**config.mk**
```make
export PLATFORM = sky130hd
export DESIGN_NAME = conv2d_window_scheduler
export DESIGN_NICKNAME = d
export VERILOG_FILES = /design/src/rtl/conv2d_window_scheduler.sv
export SDC_FILE = /design/constraint.sdc
export NUM_CORES = 1
export LEC_CHECK = 0
export CORE_UTILIZATION = 40
export CTS_BUF_LIST = sky130_fd_sc_hd__clkbuf_8
export DETAILED_ROUTE_END_ITERATION = 6
export DONT_BUFFER_PORTS = 1
export GPL_TIMING_DRIVEN = 0
export PLACE_DENSITY_LB_ADDON = 0.1
export SYNTH_ARGS = -nofsm -noshare
export SYNTH_HDL_FRONTEND = slang
export SYNTH_SLANG_ARGS = --single-unit
```
**constraint.sdc**
```tcl
create_clock -name clk -period 4.88 [get_ports clk]
set_input_delay 0.488 -clock clk [delete_from_list [all_inputs] [get_ports clk]]
set_output_delay 0.488 -clock clk [all_outputs]
set_load 0.01 [all_outputs]
```
**src/rtl/conv2d_window_scheduler.sv**
```systemverilog
// Walks every KxK window (stride 1, no padding) of an IMG_W x IMG_H map for NUM_FILT filters and drives the MAC.
// Optional abort input is enabled by defining CONV_SCHED_ABORT_EN.
module conv2d_window_scheduler #(
    parameter int IMG_W       = 48,
    parameter int IMG_H       = 48,
    parameter int K           = 3,
    parameter int NUM_FILT    = 8,
    parameter int IMG_ADDR_W  = 13,
    parameter int KERN_ADDR_W = 7,
    parameter int OUT_ADDR_W  = 15
) (
    input  logic                   clk,
    input  logic                   rst_n,
    input  logic                   start,
    input  logic                   mac_done,
`ifdef CONV_SCHED_ABORT_EN
    input  logic                   abort,
`endif
    output logic                   mac_en,
    output logic [IMG_ADDR_W-1:0]  base_addr_img,
    output logic [KERN_ADDR_W-1:0] base_addr_kern,
    output logic [OUT_ADDR_W-1:0]  out_addr,
    output logic                   out_we,
    output logic                   busy,
    output logic                   frame_done
);

    localparam int OW     = IMG_W - K + 1;
    localparam int OH     = IMG_H - K + 1;
    localparam int COL_W  = $clog2(OW + 1);
    localparam int ROW_W  = $clog2(OH + 1);
    localparam int FILT_W = $clog2(NUM_FILT + 1);

    typedef enum logic [2:0] {
        IDLE = 3'd0,
        RUN  = 3'd1,
        WB   = 3'd2,
        NEXT = 3'd3,
        DONE = 3'd4
    } state_t;

    state_t            state;
    logic [COL_W-1:0]  col;
    logic [ROW_W-1:0]  row;
    logic [FILT_W-1:0] filt;
    logic              out_we_q;
    logic              abort_hit;
    logic              col_last;
    logic              row_last;
    logic              last_win;

    assign col_last = (col == COL_W'(OW - 1));
    assign row_last = (row == ROW_W'(OH - 1));
    assign last_win = col_last && row_last && (filt == FILT_W'(NUM_FILT - 1));

`ifdef CONV_SCHED_ABORT_EN
    assign abort_hit = abort && ((state == RUN) || (state == WB) || (state == NEXT));
    // The strobe is already registered high during WB, so an abort seen there must mask it directly.
    assign out_we    = out_we_q && !abort_hit;
`else
    assign abort_hit = 1'b0;
    assign out_we    = out_we_q;
`endif

    always_ff @(posedge clk or negedge rst_n) begin
        if (!rst_n) begin
            state          <= IDLE;
            col            <= '0;
            row            <= '0;
            filt           <= '0;
            mac_en         <= 1'b0;
            out_we_q       <= 1'b0;
            busy           <= 1'b0;
            frame_done     <= 1'b0;
            base_addr_img  <= '0;
            base_addr_kern <= '0;
            out_addr       <= '0;
        end else if (abort_hit) begin
            state      <= IDLE;
            col        <= '0;
            row        <= '0;
            filt       <= '0;
            mac_en     <= 1'b0;
            out_we_q   <= 1'b0;
            busy       <= 1'b0;
            frame_done <= 1'b0;
        end else begin
            case (state)
                IDLE: begin
                    frame_done <= 1'b0;
                    if (start) begin
                        col            <= '0;
                        row            <= '0;
                        filt           <= '0;
                        base_addr_img  <= '0;
                        base_addr_kern <= '0;
                        out_addr       <= '0;
                        mac_en         <= 1'b1;
                        busy           <= 1'b1;
                        state          <= RUN;
                    end
                end
                RUN: begin
                    if (mac_done) begin
                        mac_en   <= 1'b0;
                        out_we_q <= 1'b1;
                        state    <= WB;
                    end
                end
                WB: begin
                    out_we_q <= 1'b0;
                    if (last_win) begin
                        busy       <= 1'b0;
                        frame_done <= 1'b1;
                        state      <= DONE;
                    end else begin
                        state <= NEXT;
                    end
                end
                NEXT: begin
                    // Row wrap jumps over the K-1 pixels that cannot host a window.
                    if (!col_last) begin
                        col           <= col + COL_W'(1);
                        base_addr_img <= base_addr_img + IMG_ADDR_W'(1);
                    end else if (!row_last) begin
                        col           <= '0;
                        row           <= row + ROW_W'(1);
                        base_addr_img <= base_addr_img + IMG_ADDR_W'(K);
                    end else begin
                        col            <= '0;
                        row            <= '0;
                        filt           <= filt + FILT_W'(1);
                        base_addr_img  <= '0;
                        base_addr_kern <= base_addr_kern + KERN_ADDR_W'(K * K);
                    end
                    out_addr <= out_addr + OUT_ADDR_W'(1);
                    mac_en   <= 1'b1;
                    state    <= RUN;
                end
                DONE: begin
                    frame_done <= 1'b0;
                    state      <= IDLE;
                end
                default: begin
                    state <= IDLE;
                end
            endcase
        end
    end

endmodule

```
# Word level (Yosys, flattened, before mapping)
# Index checks and enable logic that the tools add are counted.
# word_totals
mem_bits_ro	0
in_bits	4
latchBits	0
mem_bits_rw	0
mem_count	0
elab_cells	80
regBits	58
# classes
shift	0
n_div	0
muxes	33
n_eq_ne	12
n_bitwise	0
n_addsub	7
n_mul	0
n_lt_le_gt_ge	0
reduce_logical	17
# ops
cell	n
$mux 13	3
$pmux 15 s2	1
$pmux 13 s2	1
$mux 6	4
$pmux 6 s2	2
$mux 7	3
$add 15x1->15 const B	1
$mux 15	1
$pmux 7 s2	1
$add 13x1->13 const B	1
$add 13x2->13 const B	1
$add 6x1->6 const B	2
$eq 6x6->1 const B	2
$mux 4	3
$pmux 3 s4	1
$ne 2x2->1 const B	5
$mux 3	3
$reduce_and 3->1	3
$pmux 4 s2	1
$reduce_and 2->1	4
$reduce_bool 2->1	4
$add 7x4->7 const B	1
$eq 3x2->1 const B	2
$pmux 1 s2	3
other kinds (11)	16

# Longest topological paths before layout
# logic_depth
ltp_word	5
mapped_depth	9
mapped_depth_nobuf	7

# Least setup slack after synthesis
# OpenSTA, ideal clock, no wires.
# synth_timing
path_type	register -> register
startpoint	register base_addr_img[0]
endpoint	register base_addr_img[10]
period_less_slack_ps	1855
t_arrival_ps	1786
stages_incl_launch_ff	7
setup_slack_ps	3025
cell_sequence	dfrtp_1 > inv_1 > ha_1 > nor3_1 > o21ai_0 > or4_1 > nand3_1
# synth_between
elab_chain_cells	4
# synth_lines
element	line	text
start, declared	20	output logic [IMG_ADDR_W-1:0] base_addr_img,
start signal, assigned	124	base_addr_img <= base_addr_img + IMG_ADDR_W'(1);
start signal, assigned	128	base_addr_img <= base_addr_img + IMG_ADDR_W'(K);
$add 13x2->13	128	
$mux 13	125	end else if (!row_last) begin
$mux 13 (*)	122	if (!col_last) begin
$pmux 13 s2 (*)	88	case (state)
# Mark *: on every way between the ends. The rest lies on a longest branch, timed or not.
# A chain may end at the register's enable or synchronous reset.

# Worst setup path in the final report
# layout_timing
startpoint	register state[0]
endpoint	register base_addr_img[9]
# layout_between
elab_chain_cells	3
# layout_lines
element	line	text
start, declared	42	state_t state;
start signal, assigned	67	state <= IDLE;
start signal, assigned	79	state <= IDLE;
start signal, assigned	100	state <= RUN;
$eq 3x2->1 / $logic_not 3->1 (equally long branches)	88	
$reduce_bool 2->1 (no line) / $ne 2x2->1 (equally long branches)	n/a	
$reduce_and 2->1 (no line)	n/a	
# Parallel ways exist; a longest one is shown, timed or not.

==> flow_summary.ini <==
[final_layout]
drive_gt1_share_pct = 7.838
areaGrowthSynthToFinish_pct = 10.56
nNetsFinal = 378
antenna_cells = 0
finalNonFillerCells = 469

[timing]
setup_viol = 0
fin_skew_ps = 11.21
fmax_mhz = 427.5
hold_violations = 0
fin_crit_ps = 2339
tightest_slew_ps = 733.6
rsz0062_at_grt = false
drv_slew = 0
setup_tns_ps = 0
max-slew-margin-rel_pct = 50.66
period_share_pct = 47.93

[yosys]
synthArstFlopShare_pct = 100.0
synth_edf_count = 0
syn_nets = 366
syn-cell-area_um2 = 3128
yosysWarnings = 0
syn_avg_cell_area_um2 = 8.861
ys_ff_latch = 58
yosysSeqAreaShare_pct = 46.40
synthCells = 353
ys_dominant_reg_cell = dfrtp_1
ys_types = 47

[worst_setup_path]
cpPeakStageDelay_ps = 550
crit_required_ps = 5120
crit_path_start = state[0]
crit_fanout = 10
arrival_ps = 2580
slowest_stage = clkbuf_1
cp-start-kind = register
timing.rr.start = state[0]
crit_end = base_addr_img[9]
crit_type = register to register
reg2reg_to = base_addr_img[9]
reg2reg_setup_slack_ps = 2540
ff2ff_path_depth = 6
end_kind = register
path_cells = buf_2 > or3b_1 > a21oi_1 > clkbuf_1 > nand2_1 > o21a_1

[power]
ir_worst_vdd_mv = 0.1849
finalPower_mw = 1.783
p_per_area_nw_per_um2 = 515.6
p_leak_nw = 1.484

[clocking]
worstSkewPairLatency_ps = 340
cts_buffer_depth = 2
htreeDepth = 3
cts_resized = 0
clk_pin_slew_ps = 70
numCtsBuffers = 9
cts_tree = done
cts_sinks = 58
clockRootBuffer = clkbuf_8

[routing]
routed_wl_um = 8141
drc = 0
drtIter0Drc = 161
drt-wirelength-per-cell_um = 17.36
firstDrtPassIters = 4
post_drt_via_cell_ratio = 5.778
vias = 2710
antenna_left = 0

[floorplanning]
die_h_um = 90.43
core_area_um2 = 7408
num_rows = 31
die_w_um = 90.43
initial_utilization_pct = 42.22
num_io_pins = 43
die_area_um2 = 8178

[global_routing]
grt_usage_pct = 21.09
grt_busiest_layer = met2
grt_pass1_vias = 2588
grt_pass1_wl_um = 13480
use_met3_pct = 5.640
antenna_found_initial = 0
grt_max_degree = 59
use_met1_pct = 28.11
use_met2_pct = 32.19
grt.overflow.total = 0

[place]
port_buffers = 0
globalplace.congestion = 0.7608
dp_hpwl_um = 5429
dp_cells = 452

[worst_hold_path]
hp-class = input pin to async pin

[job]
cap_viol_max_count = 0

[outcome]
status = finished, final reports clean
==> power by group <==
group	total (mW)	switching, mW	internal [mW]
clock	0.413	0.215	0.198
sequential	0.737	0.161	0.577
combinational	0.633	0.437	0.195
==> cells in the mapped netlist (2+ instances only) <==
cell type | n | area share (%)
or4_1 | 3 | 0.72
clkbuf_1 | 9 | 1.1
nand4b_1 | 2 | 0.56
o22ai_1 | 4 | 0.80
a311oi_1 | 3 | 0.84
nor4_1 | 2 | 0.40
a31o_2 | 3 | 0.84
a221oi_1 | 2 | 0.56
a21o_1 | 2 | 0.48
a211o_1 | 3 | 0.84
nor3_1 | 6 | 0.96
inv_1 | 20 | 2.4
nor2_1 | 23 | 2.8
mux2i_1 | 2 | 0.64
and4b_1 | 2 | 0.64
or3_1 | 6 | 1.2
xnor2_1 | 3 | 0.84
o21ai_0 | 46 | 7.4
a22oi_1 | 2 | 0.48
and4_1 | 3 | 0.84
nand2_1 | 29 | 3.5
a211oi_1 | 2 | 0.48
ha_1 | 9 | 3.6
nand4_1 | 12 | 2.4
o31ai_1 | 2 | 0.48
a21oi_1 | 20 | 3.2
buf_2 | 7 | 1.1
dfrtp_1 | 58 | 46
o211ai_1 | 5 | 1.2
xor2_1 | 4 | 1.1
nand3_1 | 26 | 4.2
a31oi_1 | 10 | 2.0
and3_1 | 7 | 1.4
and2_1 | 3 | 0.60
==> cell type report <==
type,instances,area [µm²]
Inverter,20,75.07
Buffer,18,77.57
Multi-Input combinational cell,257,1524
Fill cell,730,3950
Timing Repair Buffer,1,27.53
Clock buffer,10,137.6
Tap cell,99,123.9
Sequential cell,58,1451
Clock inverter,6,41.29
==> logic make-up after synthesis <==
logic type               share of synthesized area [%]
buffers and inverters                            4.879
flip-flops                                       46.40
XOR/XNOR                                         1.960
multiplexers                                    0.6400
AND/OR/NAND/NOR                                  21.12
AO/OA/AOI/OAI                                    21.08
adder cells (fa/ha/maj)                          3.920
==> per-stage QoR <==
stage	instance area [µm²]	utilization, %	hold WS (ps)	worst slack, ps
6_report	3458	46.68	9.966	2541
5_1_grt	3458	46.68	21.34	2307
4_1_cts	3458	46.68	15.53	2549
3_5_place_dp	3252	43.89	193.9	2585
3_3_place_gp	3252	43.89	194.2	2553
2_1_floorplan	3128	-	192.4	3025
==> routing by layer <==
metal	up-vias	wire (µm)
met4	0	89
li1	1327	-
met3	11	350
met5	-	0
met1	1299	3900
met2	73	3801
==> layout by cell type, fill, tap and decap left out, types with 3 or more instances in the layout <==
| master | instances |
|---|---|
| dfrtp_1 | 58 |
| o21ai_0 | 46 |
| nand2_1 | 29 |
| nand3_1 | 26 |
| nor2_1 | 23 |
| inv_1 | 20 |
| a21oi_1 | 20 |
| nand4_1 | 12 |
| a31oi_1 | 10 |
| clkbuf_8 | 10 |
| clkbuf_1 | 9 |
| ha_1 | 9 |
| buf_2 | 7 |
| and3_1 | 7 |
| or3_1 | 6 |
| nor3_1 | 6 |
| o211ai_1 | 5 |
| o22ai_1 | 4 |
| xor2_1 | 4 |
| and2_1 | 3 |
| xnor2_1 | 3 |
| a211o_1 | 3 |
| a311oi_1 | 3 |
| a31o_2 | 3 |
| and4_1 | 3 |
| or4_1 | 3 |
| clkinvlp_4 | 3 |
==> worst min-delay path by stage <==
stage	to	startpoint	slack, ps	depth (start not counted)
5_1_grt	base_addr_img[10]	rst_n	20	1
3_3_place_gp	base_addr_img[7]	rst_n	190	0
3_5_place_dp	base_addr_img[7]	rst_n	190	0
4_1_cts	base_addr_img[10]	rst_n	20	1
6_report	base_addr_img[9]	rst_n	10	1
2_1_floorplan	base_addr_img[0]	rst_n	190	0
==> timing repair <==
item                                   4_1_cts  5_1_grt
endpoints found under the hold margin       58        0
setup buffers                                0        0
hold buffers                                 1        0
==> state kept, by name, indices dropped and copies added (netlist names) <==
name,cells
base_addr_img,13
base_addr_kern,7
busy,1
col,6
filt,4
frame_done,1
mac_en,1
out_addr,15
out_we,1
row,6
state,3
==> critical path: cells and delay by family, from the launching register on <==
| kind | cells | cell delay (ps) |
|---|---|---|
| and+or+nand+nor | 2 | 560 |
| DFF | 1 | 360 |
| AOI/OAI and AO/OA | 2 | 590 |
| buffers and inverters | 2 | 720 |
No activity file was read; power rests on OpenSTA's default activity.
